$ cat src/rtl/iic_reg_sequencer.sv
// -----------------------------------------------------------------------------
// iic_reg_sequencer
//
// Purpose:
//   Turns one host register access (single-byte write or read) into the
//   ordered command/byte sequence the IIC byte engine expects:
//     write: START|WR {dev,0} -> WR reg -> WR|STOP wdata
//     read : START|WR {dev,0} -> WR reg -> START|WR {dev,1} -> RD|STOP
//   Each byte waits for the engine's done pulse; a missing done pulse within
//   TIMEOUT_CYC cycles aborts the access with an error response.
//
// Configuration macro:
//   IIC_SEQ_ADDR16_EN  - defined: two-byte register address (MSB first),
//                        one extra WR step in both sequences.
//                        undefined: one-byte register address, 2-bit step.
//
// Ports:
//   clk, rst          - clock, asynchronous active-high reset
//   req_valid/ready   - host request handshake (ready only while idle)
//   req_rw            - 0 = write, 1 = read
//   req_dev_addr      - 7-bit device address
//   req_reg_addr      - register address ([15:8] used only with ADDR16)
//   req_wdata         - write data byte
//   rsp_valid         - one-cycle completion strobe
//   rsp_err           - timeout abort flag (with rsp_valid)
//   rsp_rdata         - read byte (0 on write or error)
//   eng_cmd_valid     - one-cycle command strobe to the byte engine
//   eng_cmd           - one-hot OR command (WR/START/RD/STOP)
//   eng_wdata         - byte to transmit, held until the next command
//   eng_done          - byte-engine completion pulse
//   eng_rdata         - byte-engine read data
// -----------------------------------------------------------------------------
module iic_reg_sequencer #(
  parameter int unsigned TIMEOUT_CYC = 200_000
) (
  input  logic        clk,
  input  logic        rst,
  input  logic        req_valid,
  output logic        req_ready,
  input  logic        req_rw,
  input  logic [6:0]  req_dev_addr,
  input  logic [15:0] req_reg_addr,
  input  logic [7:0]  req_wdata,
  output logic        rsp_valid,
  output logic        rsp_err,
  output logic [7:0]  rsp_rdata,
  output logic        eng_cmd_valid,
  output logic [5:0]  eng_cmd,
  output logic [7:0]  eng_wdata,
  input  logic        eng_done,
  input  logic [7:0]  eng_rdata
);

  localparam logic [5:0] CMD_WR    = 6'h01;
  localparam logic [5:0] CMD_START = 6'h02;
  localparam logic [5:0] CMD_RD    = 6'h04;
  localparam logic [5:0] CMD_STOP  = 6'h08;

`ifdef IIC_SEQ_ADDR16_EN
  localparam int unsigned STEP_W = 3;
  localparam int unsigned REG_W  = 16;
  localparam logic [STEP_W-1:0] LAST_WR = 3'd3;
  localparam logic [STEP_W-1:0] LAST_RD = 3'd4;
`else
  localparam int unsigned STEP_W = 2;
  localparam int unsigned REG_W  = 8;
  localparam logic [STEP_W-1:0] LAST_WR = 2'd2;
  localparam logic [STEP_W-1:0] LAST_RD = 2'd3;
`endif

  localparam int unsigned CNT_W = (TIMEOUT_CYC > 1) ? $clog2(TIMEOUT_CYC) : 1;
  // The WAIT cycle holding this count is the last one allowed; the counter
  // starts at 0 in the first WAIT cycle after ISSUE.
  localparam logic [CNT_W-1:0]  CNT_TO   = CNT_W'(TIMEOUT_CYC - 2);
  localparam logic [CNT_W-1:0]  CNT_MAX  = {CNT_W{1'b1}};
  localparam logic [CNT_W-1:0]  CNT_ONE  = CNT_W'(1);
  localparam logic [STEP_W-1:0] STEP_ONE = STEP_W'(1);

  typedef enum logic [2:0] {
    ST_IDLE  = 3'd0,
    ST_ISSUE = 3'd1,
    ST_WAIT  = 3'd2,
    ST_RESP  = 3'd3,
    ST_ERR   = 3'd4
  } state_t;

  // Command and byte for one step of the sequence: {cmd[5:0], byte[7:0]}.
  function automatic logic [13:0] step_cmd(
    input logic [STEP_W-1:0] step,
    input logic              rw,
    input logic [6:0]        dev,
    input logic [REG_W-1:0]  reg_addr,
    input logic [7:0]        wdata
  );
    logic [13:0] r;
    r = 14'h0000;
    case (step)
`ifdef IIC_SEQ_ADDR16_EN
      3'd0:    r = {CMD_START | CMD_WR, dev, 1'b0};
      3'd1:    r = {CMD_WR, reg_addr[15:8]};
      3'd2:    r = {CMD_WR, reg_addr[7:0]};
      3'd3:    r = rw ? {CMD_START | CMD_WR, dev, 1'b1} : {CMD_WR | CMD_STOP, wdata};
      3'd4:    r = {CMD_RD | CMD_STOP, 8'h00};
      default: r = 14'h0000;
`else
      2'd0:    r = {CMD_START | CMD_WR, dev, 1'b0};
      2'd1:    r = {CMD_WR, reg_addr[7:0]};
      2'd2:    r = rw ? {CMD_START | CMD_WR, dev, 1'b1} : {CMD_WR | CMD_STOP, wdata};
      2'd3:    r = {CMD_RD | CMD_STOP, 8'h00};
      default: r = 14'h0000;
`endif
    endcase
    return r;
  endfunction

  state_t             state_q, state_d;
  logic [STEP_W-1:0]  step_q, step_d;
  logic [CNT_W-1:0]   cnt_q, cnt_d;
  logic               rw_q, rw_d;
  logic [6:0]         dev_q, dev_d;
  logic [REG_W-1:0]   reg_q, reg_d;
  logic [7:0]         wdata_q, wdata_d;

  logic               req_ready_q, req_ready_d;
  logic               rsp_valid_q, rsp_valid_d;
  logic               rsp_err_q, rsp_err_d;
  logic [7:0]         rsp_rdata_q, rsp_rdata_d;
  logic               eng_cmd_valid_q, eng_cmd_valid_d;
  logic [5:0]         eng_cmd_q, eng_cmd_d;
  logic [7:0]         eng_wdata_q, eng_wdata_d;

  logic [STEP_W-1:0]  last_step_s;
  logic [13:0]        step_word_s;

`ifndef IIC_SEQ_ADDR16_EN
  // Upper register-address byte has no function in the one-byte build.
  logic unused_reg_hi_s;
  assign unused_reg_hi_s = ^req_reg_addr[15:8];
`endif

  assign last_step_s = rw_q ? LAST_RD : LAST_WR;

  // Next-state, step/counter and request-latch logic.
  always_comb begin
    state_d = state_q;
    step_d  = step_q;
    cnt_d   = cnt_q;
    rw_d    = rw_q;
    dev_d   = dev_q;
    reg_d   = reg_q;
    wdata_d = wdata_q;
    case (state_q)
      ST_IDLE: begin
        if (req_valid && req_ready_q) begin
          rw_d    = req_rw;
          dev_d   = req_dev_addr;
          reg_d   = req_reg_addr[REG_W-1:0];
          wdata_d = req_wdata;
          step_d  = {STEP_W{1'b0}};
          state_d = ST_ISSUE;
        end else begin
          state_d = ST_IDLE;
        end
      end
      ST_ISSUE: begin
        cnt_d   = {CNT_W{1'b0}};
        state_d = ST_WAIT;
      end
      ST_WAIT: begin
        // done has priority over a timeout in the same cycle
        if (eng_done) begin
          if (step_q == last_step_s) begin
            state_d = ST_RESP;
          end else begin
            step_d  = step_q + STEP_ONE;
            state_d = ST_ISSUE;
          end
        end else if (cnt_q == CNT_TO) begin
          state_d = ST_ERR;
        end else if (cnt_q != CNT_MAX) begin
          cnt_d = cnt_q + CNT_ONE;
        end else begin
          cnt_d = cnt_q;
        end
      end
      ST_RESP: state_d = ST_IDLE;
      ST_ERR:  state_d = ST_IDLE;
      default: state_d = ST_IDLE;
    endcase
  end

  // Output next-values, derived from the next state so outputs are registered
  // yet aligned with the state they belong to.
  always_comb begin
    step_word_s     = step_cmd(step_d, rw_d, dev_d, reg_d, wdata_d);
    req_ready_d     = (state_d == ST_IDLE);
    eng_cmd_valid_d = (state_d == ST_ISSUE);
    rsp_valid_d     = (state_d == ST_RESP) || (state_d == ST_ERR);
    rsp_err_d       = (state_d == ST_ERR);
    eng_cmd_d       = eng_cmd_q;
    eng_wdata_d     = eng_wdata_q;
    rsp_rdata_d     = 8'h00;
    if (state_d == ST_ISSUE) begin
      eng_cmd_d   = step_word_s[13:8];
      eng_wdata_d = step_word_s[7:0];
    end else begin
      eng_cmd_d   = eng_cmd_q;
      eng_wdata_d = eng_wdata_q;
    end
    // RESP is only entered on the final done, so eng_rdata is the read byte now.
    if ((state_d == ST_RESP) && rw_q) begin
      rsp_rdata_d = eng_rdata;
    end else begin
      rsp_rdata_d = 8'h00;
    end
  end

  // State, context and output registers.
  always_ff @(posedge clk or posedge rst) begin
    if (rst) begin
      state_q         <= ST_IDLE;
      step_q          <= {STEP_W{1'b0}};
      cnt_q           <= {CNT_W{1'b0}};
      rw_q            <= 1'b0;
      dev_q           <= 7'h00;
      reg_q           <= {REG_W{1'b0}};
      wdata_q         <= 8'h00;
      req_ready_q     <= 1'b0;
      rsp_valid_q     <= 1'b0;
      rsp_err_q       <= 1'b0;
      rsp_rdata_q     <= 8'h00;
      eng_cmd_valid_q <= 1'b0;
      eng_cmd_q       <= 6'h00;
      eng_wdata_q     <= 8'h00;
    end else begin
      state_q         <= state_d;
      step_q          <= step_d;
      cnt_q           <= cnt_d;
      rw_q            <= rw_d;
      dev_q           <= dev_d;
      reg_q           <= reg_d;
      wdata_q         <= wdata_d;
      req_ready_q     <= req_ready_d;
      rsp_valid_q     <= rsp_valid_d;
      rsp_err_q       <= rsp_err_d;
      rsp_rdata_q     <= rsp_rdata_d;
      eng_cmd_valid_q <= eng_cmd_valid_d;
      eng_cmd_q       <= eng_cmd_d;
      eng_wdata_q     <= eng_wdata_d;
    end
  end

  assign req_ready     = req_ready_q;
  assign rsp_valid     = rsp_valid_q;
  assign rsp_err       = rsp_err_q;
  assign rsp_rdata     = rsp_rdata_q;
  assign eng_cmd_valid = eng_cmd_valid_q;
  assign eng_cmd       = eng_cmd_q;
  assign eng_wdata     = eng_wdata_q;

endmodule
$ cat config.mk
export PLATFORM = sky130hd
export DESIGN_NAME = iic_reg_sequencer
export DESIGN_NICKNAME = d
export VERILOG_FILES = /design/src/rtl/iic_reg_sequencer.sv
export SDC_FILE = /design/constraint.sdc
export NUM_CORES = 1
export LEC_CHECK = 0
export CAP_MARGIN = 20
export CORE_AREA = 8 8 128 71
export CTS_CLUSTER_SIZE = 28
export DETAILED_ROUTE_END_ITERATION = 8
export DIE_AREA = 0 0 136 79
export PLACE_DENSITY_LB_ADDON = 0.3
export SLEW_MARGIN = 20
export SYNTH_ARGS = -nofsm -noshare
export SYNTH_HDL_FRONTEND = slang
export SYNTH_SLANG_ARGS = --single-unit
$ cat constraint.sdc
create_clock -name clk -period 2.75 [get_ports clk]
set_input_delay 0.55 -clock clk [delete_from_list [all_inputs] [get_ports clk]]
set_output_delay 0.55 -clock clk [all_outputs]
set_load 0.05 [all_outputs]
==> impl_metrics.json <==
{
  "power.density_nw_per_um2": 1062,
  "cp.buffers_inverters": 1,
  "synth_top_cell_by_area": "dfrtp_1",
  "clock-sinks": 71,
  "fin_nets": 463,
  "num_vias": 3132,
  "cp-start-kind": "flip-flop",
  "drt-wirelength-per-cell_um": 19.00,
  "critical_path.top_delay_family": "compound AO/OA/AOI/OAI gates",
  "dp_cells": 506,
  "r2r_start": "cnt_q[0]",
  "finalSetupViolations": 0,
  "instances_no_fill": 521,
  "critPathKind": "reg2reg",
  "syn2layout_area_growth_pct": 29.04,
  "synth-simple-area-share_pct": 22.69,
  "worst_hold_slack_ns": 0.4720,
  "dp_hpwl_um": 6997,
  "antenna_cells": 0,
  "synth-compound-area-share_pct": 15.64,
  "drive_gt1_share_pct": 14.01,
  "synth_xor_area_share_pct": 0.2417,
  "cp_cell_sequence": "inv_1 > ha_1 > nand2b_1 > nor4_2 > a211o_1 > a21oi_1 > mux2_2",
  "synthTopCellsByArea": "dfrtp_1, nand2_1, mux2_2",
  "totalWireLength_um": 9901,
  "grt.total_usage_pct": 18.98,
  "cp_num_cells": 7,
  "post-route-period-util_pct": 89.12,
  "viasPerCell": 6.012,
  "synthTopCellsByCount": "dfrtp_1, nand2_1, o21ai_0",
  "max_freq_ghz": 0.4080,
  "route.detailed.drc": 0,
  "status": "complete, no violations",
  "vdd_drop_max_mv": 0.5613,
  "synth_cell_types": 52,
  "drt_iter0_markers": 381,
  "crit_start": "cnt_q[0]",
  "htree_levels": 3,
  "yosysMostFrequentCell": "dfrtp_1",
  "cts_buffers": 9,
  "maxCapViolations": 0,
  "drv_slew": 0,
  "clockBufferDepth": 2,
  "ff2ff_path_depth": 7,
  "ctsResizeCount": 0,
  "ys_seq_area_share_pct": 49.03,
  "reg2reg_slack_ns": 0.30,
  "drt-pass1-iter-count": 5,
  "die-area_um2": 10740,
  "yosysTopAreaCellShare_pct": 49.03,
  "synth_top_family_by_area": "simple AND/OR/NAND/NOR gates",
  "cts_hold_buf": 0,
  "cp.required_ns": 2.97,
  "start_util_pct": 48.43,
  "synth.avg_cell_area_um2": 10.07,
  "grt_pass1_wl_um": 15830,
  "synth-warning-count": 0,
  "finalHoldViolations": 0,
  "cp_max_fo": 21,
  "slowest_stage": "a211o_1",
  "die_w_um": 136,
  "placementRows": 23,
  "worst_pin_slew_ns": 0.7099,
  "pin_count": 70,
  "synth_fa_ha_area_share_pct": 0.6906,
  "synth.area.mux_share_pct": 6.215,
  "ant_nets": 0,
  "post_cts_buffers": 0,
  "clk_pin_slew_ns": 0.06,
  "period_minus_slack_ns": 2.451,
  "clock_skew_ns": 0.004825,
  "die_h_um": 79,
  "first_global_vias": 2935,
  "cts_tree": "done",
  "synth_area_um2": 3623,
  "ys_seq_elements": 71,
  "antenna_found_initial": 0,
  "reg2reg_to": "cnt_q[1]",
  "numPortBuffers": 59,
  "tns_ns": 0,
  "cts_root_buf": "clkbuf_16",
  "core_area_um2": 7482,
  "critPathArrivalTime_ns": 2.67,
  "slew_headroom_pct": 52.23,
  "gr-total-overflow": 0,
  "synthFlopType": "dfrtp_1",
  "rsz0062_at_grt": "false",
  "cp_slowest_stage_delay_ns": 0.62,
  "place.gp.congestion": 0.8909,
  "insertion_delay_ns": 0.34,
  "async_flop_share_pct": 100.0,
  "crit_end": "cnt_q[1]",
  "grt_max_degree": 57,
  "synth_edf_count": 0,
  "min-delay-path-class": "reg2reg",
  "p_leak_nw": 1.994,
  "holdPathStages": 2,
  "cp-end-kind": "flip-flop",
  "synthesis.instances": 360
}
==> layer usage <==
layer	global-route usage [%]	up-vias	part of all wire [%]	wire, um
li1	-	1444	-	-
met1	28.46	1532	50	4976
met2	22.79	142	38	3738
met3	7.997	14	11	1070
met4	7.508	0	1.2	116
met5	0	-	0	0
==> per-stage QoR <==
step                instance area (um2)  setup slack [ns]  utilization, %  power [mW]
floorplan                          3627            0.4034               -       2.942
global placement                   4330            0.1666           57.88       3.545
detailed placement                 4330            0.1370           57.88       3.597
CTS                                4676            0.3312           62.49       4.978
global route                       4676            0.1794           62.49       5.232
finish                             4676            0.2993           62.49       4.968
==> cell type report <==
cell class | count | area, um2
multi-input cells | 250 | 1655
fillers | 616 | 2806
flip-flops and latches | 71 | 1777
well taps | 100 | 125.1
clock buffers | 10 | 239.0
repair buffers | 75 | 735.7
clock inverters | 5 | 106.4
inverters | 10 | 37.54
==> tightest hold or removal path, stage by stage (launching register included) <==
cell and delay (ns):
dfrtp_1 0.33, nand2_1 0.05, nand2_1 0.06
==> sequential cells by signal, summed over array words and instances (netlist names) <==
| register | flops |
|---|---|
| cnt_q | 18 |
| eng_cmd_valid | 1 |
| rsp_err | 1 |
| state_q | 3 |
| dev_q | 7 |
| rsp_valid | 1 |
| eng_cmd | 4 |
| wdata_q | 8 |
| eng_wdata | 8 |
| req_ready | 1 |
| step_q | 2 |
| rw_q | 1 |
| rsp_rdata | 8 |
| reg_q | 8 |
==> how the worst min path moves through the flow <==
| stage | from | to | slack (ns) |
|---|---|---|---|
| after floorplan | wdata_q[1] | wdata_q[1] | 0.44 |
| after global routing | wdata_q[1] | wdata_q[1] | 0.49 |
| after global placement | wdata_q[3] | wdata_q[3] | 0.45 |
| after detailed placement | wdata_q[1] | wdata_q[1] | 0.46 |
| final | wdata_q[1] | wdata_q[1] | 0.47 |
| after CTS | wdata_q[1] | wdata_q[1] | 0.47 |
==> cells by family (layout without fill, tap and decap cells) <==
group	count (synthesis)	after routing
xor gates and xnor gates	1	1
and+or+nand+nor	148	148
adders and majority gates	2	2
AOI/OAI and AO/OA	76	76
other	1	2
DFF	71	71
buffers and inverters	40	100
muxes	21	21
==> cell usage in the layout, fill, tap and decap left out, types with 3 or more instances in the layout <==
cell | netlist | routed
a211o_1 | 3 | 3
a211oi_1 | 6 | 6
a21oi_1 | 4 | 4
a21oi_2 | 3 | 3
a221oi_1 | 7 | 7
a2bb2oi_1 | 7 | 7
a32oi_1 | 8 | 8
and3_1 | 6 | 6
buf_4 | 6 | 14
bufinv_16 | 0 | 3
clkbuf_16 | 0 | 9
clkdlybuf4s50_1 | 0 | 59
dfrtp_1 | 71 | 71
inv_1 | 10 | 9
mux2_2 | 12 | 12
mux2i_1 | 9 | 9
nand2_1 | 58 | 58
nand3_1 | 15 | 15
nand4_1 | 8 | 8
nor2_1 | 8 | 8
nor2b_1 | 3 | 3
nor4b_1 | 15 | 15
o2111ai_1 | 4 | 4
o211ai_1 | 8 | 8
o21ai_0 | 19 | 19
or2_2 | 6 | 6
or4_1 | 8 | 8
==> power breakdown <==
part / internal (mW) / switching (mW) / total, mW
registers: 1.35 / 0.212 / 1.56
logic: 0.782 / 1.28 / 2.06
clock network: 0.906 / 0.440 / 1.35
total: 3.04 / 1.93 / 4.97
(Power assumes the default switching activity.)
